===== src/rtl/seg_pkg.sv =====
// Shared widths and FSM state type for the binary-to-digits converter.
package seg_pkg;

    localparam int DIGIT_W    = 5;
    localparam int NUM_DIGITS = 5;
    localparam int BCD_W      = 20;
    localparam int CNT_W      = 4;

    typedef enum logic {
        IDLE  = 1'b0,
        SHIFT = 1'b1
    } state_e;

endpackage


===== src/rtl/dabble_adjust.sv =====
// Double-dabble nibble correction: a BCD digit of 5 or more gets +3 before the shift.
module dabble_adjust (
    input  logic [3:0] nib_i,
    output logic [3:0] nib_o
);

    assign nib_o = (nib_i >= 4'd5) ? (nib_i + 4'd3) : nib_i;

endmodule


===== src/rtl/binary_to_digits.sv =====
// Converts a binary value into five digit codes, either as a hex nibble split
// (single cycle) or as BCD via a sequential double-dabble, one bit per cycle.
module binary_to_digits #(
    parameter int VALUE_W    = 16,
    parameter int NUM_DIGITS = seg_pkg::NUM_DIGITS
) (
    input  logic                        clk,
    input  logic                        rst,
    input  logic                        start,
    input  logic                        hex_mode,
    input  logic [VALUE_W-1:0]          value,
    output logic                        busy,
    output logic                        done,
    output logic [seg_pkg::DIGIT_W-1:0] digit0,
    output logic [seg_pkg::DIGIT_W-1:0] digit1,
    output logic [seg_pkg::DIGIT_W-1:0] digit2,
    output logic [seg_pkg::DIGIT_W-1:0] digit3,
    output logic [seg_pkg::DIGIT_W-1:0] digit4
);

    import seg_pkg::*;

    localparam logic [CNT_W-1:0] LAST_ITER = CNT_W'(VALUE_W - 1);

    state_e             state_q;
    logic [CNT_W-1:0]   cnt_q;
    logic [VALUE_W-1:0] sh_q;
    logic [BCD_W-1:0]   bcd_q;
    logic [BCD_W-1:0]   res_q;
    logic               fin_q;
    logic [BCD_W-1:0]   dig_q;
    logic               busy_q;
    logic               done_q;

    logic [BCD_W-1:0]   bcd_adj;
    logic [BCD_W-1:0]   bcd_d;
    logic [VALUE_W-1:0] sh_d;
    logic               accept;

    for (genvar k = 0; k < NUM_DIGITS; k++) begin : g_adj
        dabble_adjust u_adj (
            .nib_i (bcd_q[4*k +: 4]),
            .nib_o (bcd_adj[4*k +: 4])
        );
    end

    always_comb begin
        bcd_d  = (bcd_adj << 1) | BCD_W'(sh_q[VALUE_W-1]);
        sh_d   = sh_q << 1;
        accept = start && (state_q == IDLE);
    end

    // res_q is the internal result; it reaches the visible digits one cycle
    // later together with done, so outputs never show a partial value.
    always_ff @(posedge clk or posedge rst) begin
        if (rst) begin
            state_q <= IDLE;
            cnt_q   <= '0;
            sh_q    <= '0;
            bcd_q   <= '0;
            res_q   <= '0;
            fin_q   <= 1'b0;
            dig_q   <= '0;
            busy_q  <= 1'b0;
            done_q  <= 1'b0;
        end else begin
            fin_q  <= 1'b0;
            busy_q <= (state_q == SHIFT);
            done_q <= fin_q;
            if (fin_q) begin
                dig_q <= res_q;
            end
            case (state_q)
                IDLE: begin
                    if (accept) begin
                        cnt_q <= '0;
                        if (hex_mode) begin
                            res_q <= BCD_W'(value);
                            fin_q <= 1'b1;
                        end else begin
                            sh_q    <= value;
                            bcd_q   <= '0;
                            state_q <= SHIFT;
                        end
                    end
                end
                SHIFT: begin
                    sh_q  <= sh_d;
                    bcd_q <= bcd_d;
                    cnt_q <= cnt_q + 4'd1;
                    if (cnt_q == LAST_ITER) begin
                        res_q   <= bcd_d;
                        fin_q   <= 1'b1;
                        state_q <= IDLE;
                    end
                end
                default: state_q <= IDLE;
            endcase
        end
    end

    assign busy   = busy_q;
    assign done   = done_q;
    assign digit0 = {1'b0, dig_q[3:0]};
    assign digit1 = {1'b0, dig_q[7:4]};
    assign digit2 = {1'b0, dig_q[11:8]};
    assign digit3 = {1'b0, dig_q[15:12]};
    assign digit4 = {1'b0, dig_q[19:16]};

endmodule

===== config.mk =====
export PLATFORM = sky130hd
export DESIGN_NAME = binary_to_digits
export DESIGN_NICKNAME = d
export VERILOG_FILES = /design/src/rtl/seg_pkg.sv /design/src/rtl/dabble_adjust.sv /design/src/rtl/binary_to_digits.sv
export SDC_FILE = /design/constraint.sdc
export NUM_CORES = 1
export LEC_CHECK = 0
export ABC_AREA = 1
export BUFFER_PORTS_ARGS = -buffer_cell sky130_fd_sc_hd__buf_2
export CAP_MARGIN = 20
export CELL_PAD_IN_SITES_DETAIL_PLACEMENT = 0
export CELL_PAD_IN_SITES_GLOBAL_PLACEMENT = 1
export CORE_ASPECT_RATIO = 0.9
export CORE_MARGIN = 2
export CORE_UTILIZATION = 35
export DETAILED_ROUTE_END_ITERATION = 10
export HOLD_SLACK_MARGIN = 0.06
export MAX_ROUTING_LAYER = met4
export PLACE_DENSITY_LB_ADDON = 0.15
export SLEW_MARGIN = 10
export SYNTH_ARGS = -nofsm -noshare
export SYNTH_HDL_FRONTEND = slang
export SYNTH_HIERARCHICAL = 1
export SYNTH_SLANG_ARGS = --single-unit

===== constraint.sdc =====
create_clock -name clk -period 7.1 [get_ports clk]
set_input_delay 1.065 -clock clk [delete_from_list [all_inputs] [get_ports clk]]
set_output_delay 1.065 -clock clk [all_outputs]
set_load 0.01 [all_outputs]

==> results.py, run 1 <==
metrics = {
    "clock_tree": {
        "cts_tree": "done",
        "clockBufferDepth": 2,
        "cts_setup_buffers": 0,
        "clock-root-buffer": "clkbuf_16",
        "post_cts_resize_count": 0,
        "clkSinkCount": 84,
        "htreeDepth": 3,
        "ctsHoldBuffers": 0,
        "cts_buffers": 9,
        "insertion_delay_ns": 0.34,
        "clk_pin_slew_ns": 0.06,
    },
    "detailed_routing": {
        "drt_iter0_drc": 191,
        "route.detailed.drc": 0,
        "antenna_left": 0,
        "num_vias": 3214,
        "routed_wl_um": 9360,
        "via_per_inst": 4.58,
        "wire_per_inst_um": 13.3,
        "drtPass1Iterations": 6,
    },
    "pwr": {
        "leakage_nw": 2.54,
        "p_comb_frac": 0.440,
        "power.share.sequential": 0.360,
        "p_per_area_mw_per_mm2": 493,
        "sw_frac_of_total": 0.426,
        "vdd.ir_drop.worst_uv": 137,
        "power.switching_w": 0.00102,
        "power_frac_clock": 0.200,
        "intPower_w": 0.00137,
    },
    "worst_setup_path": {
        "worst_setup_path_start_kind": "flop",
        "end_kind": "primary output",
        "critPathTopFamily": "flip-flops",
        "r2r_slack_ns": 5.25,
        "timing.critical_path.buf_inv": 1,
        "worstPathRequired_ns": 6.03,
        "cp.arrival_ns": 0.88,
        "cp_slowest_cell": "dfrtp_1",
        "max_stage_delay_ns": 0.40,
        "cp_cell_sequence": "buf_2",
        "crit_fanout": 2,
        "crit_start": "dig_q[10]",
        "criticalPathCategory": "flop to primary output",
        "r2r_start": "cnt_q[0]",
    },
    "die": {
        "coreArea_mm2": 0.0120,
        "die_width_um": 121,
        "io-pin-count": 47,
        "die_area_mm2": 0.0132,
        "die_h_um": 109,
        "start_util": 0.357,
        "rows": 38,
    },
    "place": {
        "place.gp.congestion": 0.801,
        "dpl_worst_slack_ns": 4.91,
        "io_buffer_count": 41,
        "dpl_cell_area_mm2": 0.00453,
        "dpl.hpwl_um": 6230,
    },
    "sta": {
        "rsz0062_at_grt": "no",
        "fin_tns_setup_ns": 0,
        "relSlewSlack": 0.417,
        "finalCritPeriodShare": 0.273,
        "final.min_clock_period_ns": 1.94,
        "hold_viol": 0,
        "max_freq_mhz": 515,
        "worstMarginPinSlew_ns": 0.872,
        "worst_slack_ns": 5.16,
        "finClkSkew_ns": 0.00883,
        "final-setup-viol-count": 0,
        "finalMaxSlewViolations": 0,
    },
    "synth": {
        "syn_area_mm2": 0.00429,
        "avgSynthCellArea_um2": 8.57,
        "synth_warnings": 6,
        "syn-instance-count": 501,
    },
    "job": {
        "maxCapViolations": 0,
    },
    "cells_and_area": {
        "final_area_mm2": 0.00485,
        "drive_above_1_share": 0.218,
        "nets": 567,
        "diodes": 0,
        "post-route-util": 0.403,
        "syn2layout_area_growth_pct": 13.1,
    },
    "grt": {
        "grt_pass1_vias": 2995,
        "overflow": 0,
        "grt_max_degree": 85,
        "grt_usage": 0.158,
        "grt_pass1_wl_um": 15700,
        "antenna_found_initial": 0,
    },
    "run_status": {
        "status": "complete, no violations",
    },
    "min_path": {
        "hp-class": "flop to flop",
        "hold_start": "bcd_q[19]",
    },
}
## power groups by stage
| stage | Sequential, W | Clock (W) | Combinational, W |
|---|---|---|---|
| final | 0.000861 | 0.000478 | 0.00105 |
| after global routing | 0.000893 | 0.000511 | 0.00121 |
| after CTS | 0.000861 | 0.000488 | 0.00106 |
| after detailed placement | 0.000869 | 0 | 0.00106 |
| after global placement | 0.000865 | 0 | 0.00105 |
| after floorplan | 0.000850 | 0 | 0.000833 |
## path summary, 6_finish.rpt
check,end,depth (start not counted)
min in group asynchronous,dig_q[5],3
min reg2reg,bcd_q[19],2
max reg2reg,res_q[10],4
max,digit2[2],1
min,bcd_q[19],2
max in group asynchronous,sh_q[12],4
## through the flow
stage	power, W	cells	hold WS, ns
final	0.00239	701	0.468
after global routing	0.00262	701	0.492
after CTS	0.00241	700	0.478
after detailed placement	0.00193	684	0.462
after global placement	0.00191	684	0.463
after floorplan	0.00168	505	0.364
## placed cells by master (no fill, tap or decap), drive strengths merged
master	count
clkinvlp	3
nand2	233
bufinv	1
clkbuf	10
nand4	1
a21oi	5
dfrtp	84
buf	44
nor2	27
inv	27
mux2	20
conb	5
nand3	48
ha	11
a21boi	1
o21ai	20
clkinv	1
## area by class of cell
type / count / area (um2)
repair buffers: 44 / 240
multi-input cells: 371 / 1900
inverters: 26 / 106
clock inverters: 6 / 70.1
well taps: 160 / 200
flip-flops and latches: 84 / 2100
clock buffers: 10 / 229
fillers: 1276 / 7180
## flip-flops by register name, summed over array words and instances, names as in the netlist
register and count:
bcd_q 20, dig_q 20, res_q 20, sh_q 16, cnt_q 4, busy 1, done 1, fin_q 1
state_q 1
## metal layers
layer | wire length (um) | up-vias | track usage
met5 | 0 | - | -
li1 | - | 1638 | -
met3 | 337 | 9 | 0.0387
met2 | 3940 | 54 | 0.217
met4 | 89 | 0 | 0.0399
met1 | 4990 | 1513 | 0.231
Power figures use the tool's default switching activity.
==> inputs of run 2 (changes only) <==
ABC_AREA = 0   (was 1)
clock period = 2 ns   (was 7.1 ns; I/O delays follow)
==> run 2 against run 1 <==
Effect of this change: non-clock buffer count up 6; sequential power rose to 3.5 times the previous value; total power rose to 3.3 times the previous value; sequential share of layout area up 1.7 points; largest power group unchanged.
==> results.py, run 2 <==
metrics = {
    "clock_tree": {
        "cts_setup_buffers": 0,
        "cts_buffers": 9,
        "post_cts_resize_count": 0,
        "clock-root-buffer": "clkbuf_16",
        "ctsHoldBuffers": 0,
        "insertion_delay_ns": 0.33,
        "htreeDepth": 3,
        "cts_tree": "done",
        "clk_pin_slew_ns": 0.06,
        "clkSinkCount": 84,
        "clockBufferDepth": 2,
    },
    "cells_and_area": {
        "layout_common_cells": "dfrtp_1 (83), mux2_2 (42), buf_2 (41)",
        "drive_above_1_share": 0.325,
        "final_cells": 531,
        "n_fill_cell": 1129,
        "nets": 404,
        "diodes": 0,
        "layout_commonest_cell": "dfrtp_1",
        "syn2layout_area_growth_pct": 16.5,
        "reg.largest.list": "bcd_q (20), dig_q (20), res_q (20)",
        "final_area_mm2": 0.00467,
    },
    "min_path": {
        "hp-class": "input port to asynchronous set/reset pin",
    },
    "sta": {
        "rsz0062_at_grt": "no",
        "finalCritPeriodShare": 0.898,
        "max_freq_mhz": 557,
        "hold_viol": 0,
        "finClkSkew_ns": 0.00525,
        "fin_tns_setup_ns": 0,
        "finalMaxSlewViolations": 0,
        "final-setup-viol-count": 0,
        "final.min_clock_period_ns": 1.80,
    },
    "place": {
        "dp_cells": 518,
        "place.gp.congestion": 0.724,
        "dpl_cell_area_mm2": 0.00438,
        "io_buffer_count": 41,
        "dpl.hpwl_um": 5050,
    },
    "detailed_routing": {
        "via_per_inst": 4.66,
        "routed_wl_um": 7810,
        "highest_layer": "met4",
        "wire_per_inst_um": 14.7,
        "routed-wl-met2_um": 3530,
        "antenna_left": 0,
        "drt-met1-wl_um": 3910,
        "route.detailed.drc": 0,
        "drtPass1Iterations": 4,
        "met3RoutedLength_um": 264,
        "num_vias": 2472,
        "drt_iter0_drc": 128,
    },
    "job": {
        "maxCapViolations": 0,
    },
    "die": {
        "die_area_mm2": 0.0123,
        "start_util": 0.355,
        "rows": 37,
        "die_width_um": 117,
        "coreArea_mm2": 0.0113,
        "die_h_um": 106,
        "io-pin-count": 47,
    },
    "worst_setup_path": {
        "cp.arrival_ns": 2.01,
        "worst_setup_path_start_kind": "flop",
        "worstPathRequired_ns": 2.22,
        "end_kind": "flop",
        "criticalPathCategory": "flop to flop",
        "crit_fanout": 5,
        "ff2ff_path_depth": 6,
    },
    "synth": {
        "syn_area_mm2": 0.00401,
        "syn-instance-count": 329,
        "synth_warnings": 6,
        "avgSynthCellArea_um2": 12.2,
    },
    "pwr": {
        "vdd.ir_drop.worst_uv": 645,
        "p_per_area_mw_per_mm2": 1690,
        "leakage_nw": 2.25,
    },
    "grt": {
        "antenna_found_initial": 0,
        "grt_pass1_vias": 2580,
        "grt_max_degree": 85,
        "overflow": 0,
        "grt_pass1_wl_um": 13300,
        "grt_usage": 0.146,
    },
    "run_status": {
        "status": "complete, no violations",
    },
}
run 2: layout make-up:
type	count	area, um2	share of cell area
repair buffers	50	298	0.0637
flip-flops and latches	84	2100	0.450
well taps	156	195	0.0418
inverters	13	55.1	0.0118
clock buffers	10	229	0.0490
clock inverters	3	65.1	0.0139
multi-input cells	215	1730	0.370
run 2: power by group:
part | switching (W) | internal, W | total, W
Clock | 0.000628 | 0.00107 | 0.00170
Combinational | 0.00147 | 0.00177 | 0.00324
Sequential | 0.000526 | 0.00245 | 0.00298
Total | 0.00262 | 0.00529 | 0.00792
run 2: worst paths after layout:
| check | startpoint | slack [ns] | to |
|---|---|---|---|
| worst max-delay path | bcd_q[0] | 0.20 | res_q[2] |
| worst min-delay path | rst | 0.06 | cnt_q[0] |
| worst max register to register | bcd_q[0] | 0.20 | res_q[2] |
| worst min register to register | sh_q[11] | 0.48 | sh_q[12] |
| max in group asynchronous | rst | 1.54 | sh_q[2] |
| min in group clk | start | 0.20 | cnt_q[1] |
run 2: worst max-delay path: stages, from the launching register on:
cell and delay [ns]:
dfrtp_1 0.43, ha_1 0.22, nand2b_1 0.18, a21oi_2 0.20, mux2i_1 0.13, mux2_2 0.27, mux2_4 0.25
run 2: routing by layer:
| layer | vias up | GRT usage |
|---|---|---|
| li1 | 1222 | - |
| met1 | 1201 | 0.199 |
| met2 | 39 | 0.210 |
| met3 | 10 | 0.0414 |
| met4 | 0 | 0.0504 |
| met5 | - | - |
run 2: stage by stage:
stage          power, W  utilization  setup WS, ns  hold slack [ns]
6_report        0.00792        0.414         0.204           0.0557
5_1_grt         0.00860        0.414        0.0736            0.130
4_1_cts         0.00805        0.414         0.197            0.113
3_5_place_dp    0.00630        0.388         0.213            0.468
3_3_place_gp    0.00623        0.388         0.212            0.460
2_1_floorplan   0.00550            -         0.315            0.364
==> inputs of run 3 (changes only) <==
--- a/config.mk
+++ b/config.mk
@@ -12,3 +12,2 @@
 export CELL_PAD_IN_SITES_GLOBAL_PLACEMENT = 1
-export CORE_ASPECT_RATIO = 0.9
 export CORE_MARGIN = 2
==> constraint.sdc (replaced) <==
create_clock -name clk -period 2 [get_ports clk]
set_input_delay 0.4 -clock clk [delete_from_list [all_inputs] [get_ports clk]]
set_output_delay 0.4 -clock clk [all_outputs]
set_load 0.01 [all_outputs]
==> run 3 against run 2 <==
Effect of this change: total power shrank 2.2%; worst setup slack gained 0.017 ns; register-to-register slack better by 0.02 ns; non-clock buffer count shrank 2; clock skew down 0.00065 ns; largest power group unchanged.
==> results.py, run 3 (synthesis gave the netlist of run 2 again) <==
metrics = {
    "detailed_routing": {
        "antenna_left": 0,
        "drtPass1Iterations": 4,
        "routed_wl_um": 7560,
        "wire_per_inst_um": 14.6,
        "via_per_inst": 4.78,
        "route.detailed.drc": 0,
        "drt_iter0_drc": 69,
        "num_vias": 2471,
    },
    "worst_setup_path": {
        "end_kind": "flop",
        "r2r_start": "bcd_q[12]",
        "worstPathRequired_ns": 2.22,
        "criticalPathCategory": "flop to flop",
        "cp.arrival_ns": 2.00,
        "worst_setup_path_start_kind": "flop",
        "crit_fanout": 5,
        "reg2reg_to": "res_q[14]",
        "ff2ff_path_depth": 6,
        "r2r_slack_ns": 0.22,
        "crit_start": "bcd_q[12]",
    },
    "sta": {
        "finalMaxSlewViolations": 0,
        "final.min_clock_period_ns": 1.78,
        "max_freq_mhz": 562,
        "holdWs_ns": 0.172,
        "finClkSkew_ns": 0.00461,
        "finalCritPeriodShare": 0.889,
        "fin_tns_setup_ns": 0,
        "final-setup-viol-count": 0,
        "hold_viol": 0,
        "rsz0062_at_grt": "no",
    },
    "cells_and_area": {
        "drive_above_1_share": 0.324,
        "post-route-util": 0.409,
        "final_area_mm2": 0.00463,
        "layout_common_cells": "dfrtp_1 (83), mux2_2 (42), buf_2 (41)",
        "syn2layout_area_growth_pct": 15.3,
        "nets": 402,
        "reg.largest.list": "bcd_q (20), dig_q (20), res_q (20)",
        "layout_commonest_cell": "dfrtp_1",
        "diodes": 0,
        "final_cells": 517,
    },
    "grt": {
        "grt_usage": 0.139,
        "grt_pass1_wl_um": 13200,
        "grt_max_degree": 85,
        "antenna_found_initial": 0,
        "grt_pass1_vias": 2574,
        "overflow": 0,
    },
    "place": {
        "place.gp.congestion": 0.791,
        "dp_cells": 503,
        "dpl.hpwl_um": 4840,
        "io_buffer_count": 41,
        "dpl_cell_area_mm2": 0.00435,
    },
    "die": {
        "die_h_um": 111,
        "die_area_mm2": 0.0123,
        "die_width_um": 111,
        "coreArea_mm2": 0.0113,
        "rows": 39,
        "io-pin-count": 47,
        "start_util": 0.355,
    },
    "clock_tree": {
        "cts_setup_buffers": 0,
        "clk_pin_slew_ns": 0.06,
        "htreeDepth": 3,
        "insertion_delay_ns": 0.34,
        "cts_tree": "done",
        "clockBufferDepth": 2,
        "clock-root-buffer": "clkbuf_16",
        "post_cts_resize_count": 0,
        "ctsHoldBuffers": 0,
        "cts_buffers": 9,
        "clkSinkCount": 84,
    },
    "min_path": {
        "hp-class": "input port to asynchronous set/reset pin",
    },
    "pwr": {
        "vdd.ir_drop.worst_uv": 725,
        "p_per_area_mw_per_mm2": 1670,
        "leakage_nw": 2.23,
    },
    "job": {
        "maxCapViolations": 0,
    },
    "run_status": {
        "status": "complete, no violations",
    },
}
-- run 3: cell count changes in the layout (fill, tap and decap cells not counted), sizes merged --
cell / previous run / this run
buf: 50 / 48
bufinv: 2 / 0
clkbuf: 10 / 13
clkinv: 1 / 0
clkinvlp: 1 / 2
-- run 3: how the worst max path moves through the flow --
stage,to,slack (ns),depth (start not counted)
2_1_floorplan,res_q[10],0.31,6
3_3_place_gp,res_q[6],0.24,6
3_5_place_dp,res_q[6],0.22,6
4_1_cts,res_q[6],0.21,6
5_1_grt,res_q[14],0.09,7
6_report,res_q[14],0.22,6
-- run 3: worst max-delay path, stage by stage, from the launching register on --
cell and delay [ns]:
dfrtp_1 0.43, ha_1 0.21, nand2b_1 0.17, a21oi_2 0.21
mux2i_1 0.12, mux2_2 0.26, mux2_2 0.26
-- run 3: metrics by stage --
stage          total power, W  setup slack [ns]
5_1_grt               0.00840            0.0887
2_1_floorplan         0.00550             0.315
6_report              0.00774             0.222
3_3_place_gp          0.00618             0.243
3_5_place_dp          0.00624             0.217
4_1_cts               0.00788             0.208
-- run 3: area by class of cell --
cell class / instances / area [um2]
timing repair buffer: 48 / 283
inverter: 13 / 55.1
sequential: 84 / 2100
multi-input combinational: 215 / 1730
fill: 1102 / 6690
tap: 143 / 179
clock inverter: 1 / 7.51
clock buffer: 13 / 270
-- run 3: where the power goes --
part / leakage (nW) / internal [W] / switching [W]
Combinational: 1.04 / 0.00175 / 0.00146
Sequential: 1.06 / 0.00245 / 0.000502
Clock: 0.134 / 0.000929 / 0.000642
-- run 3: layer usage --
metal | vias to the layer above | GRT usage | wire [um]
li1 | 1224 | - | -
met1 | 1201 | 0.182 | 3760
met2 | 35 | 0.202 | 3390
met3 | 11 | 0.0443 | 274
met4 | 0 | 0.0519 | 133
met5 | - | - | 0
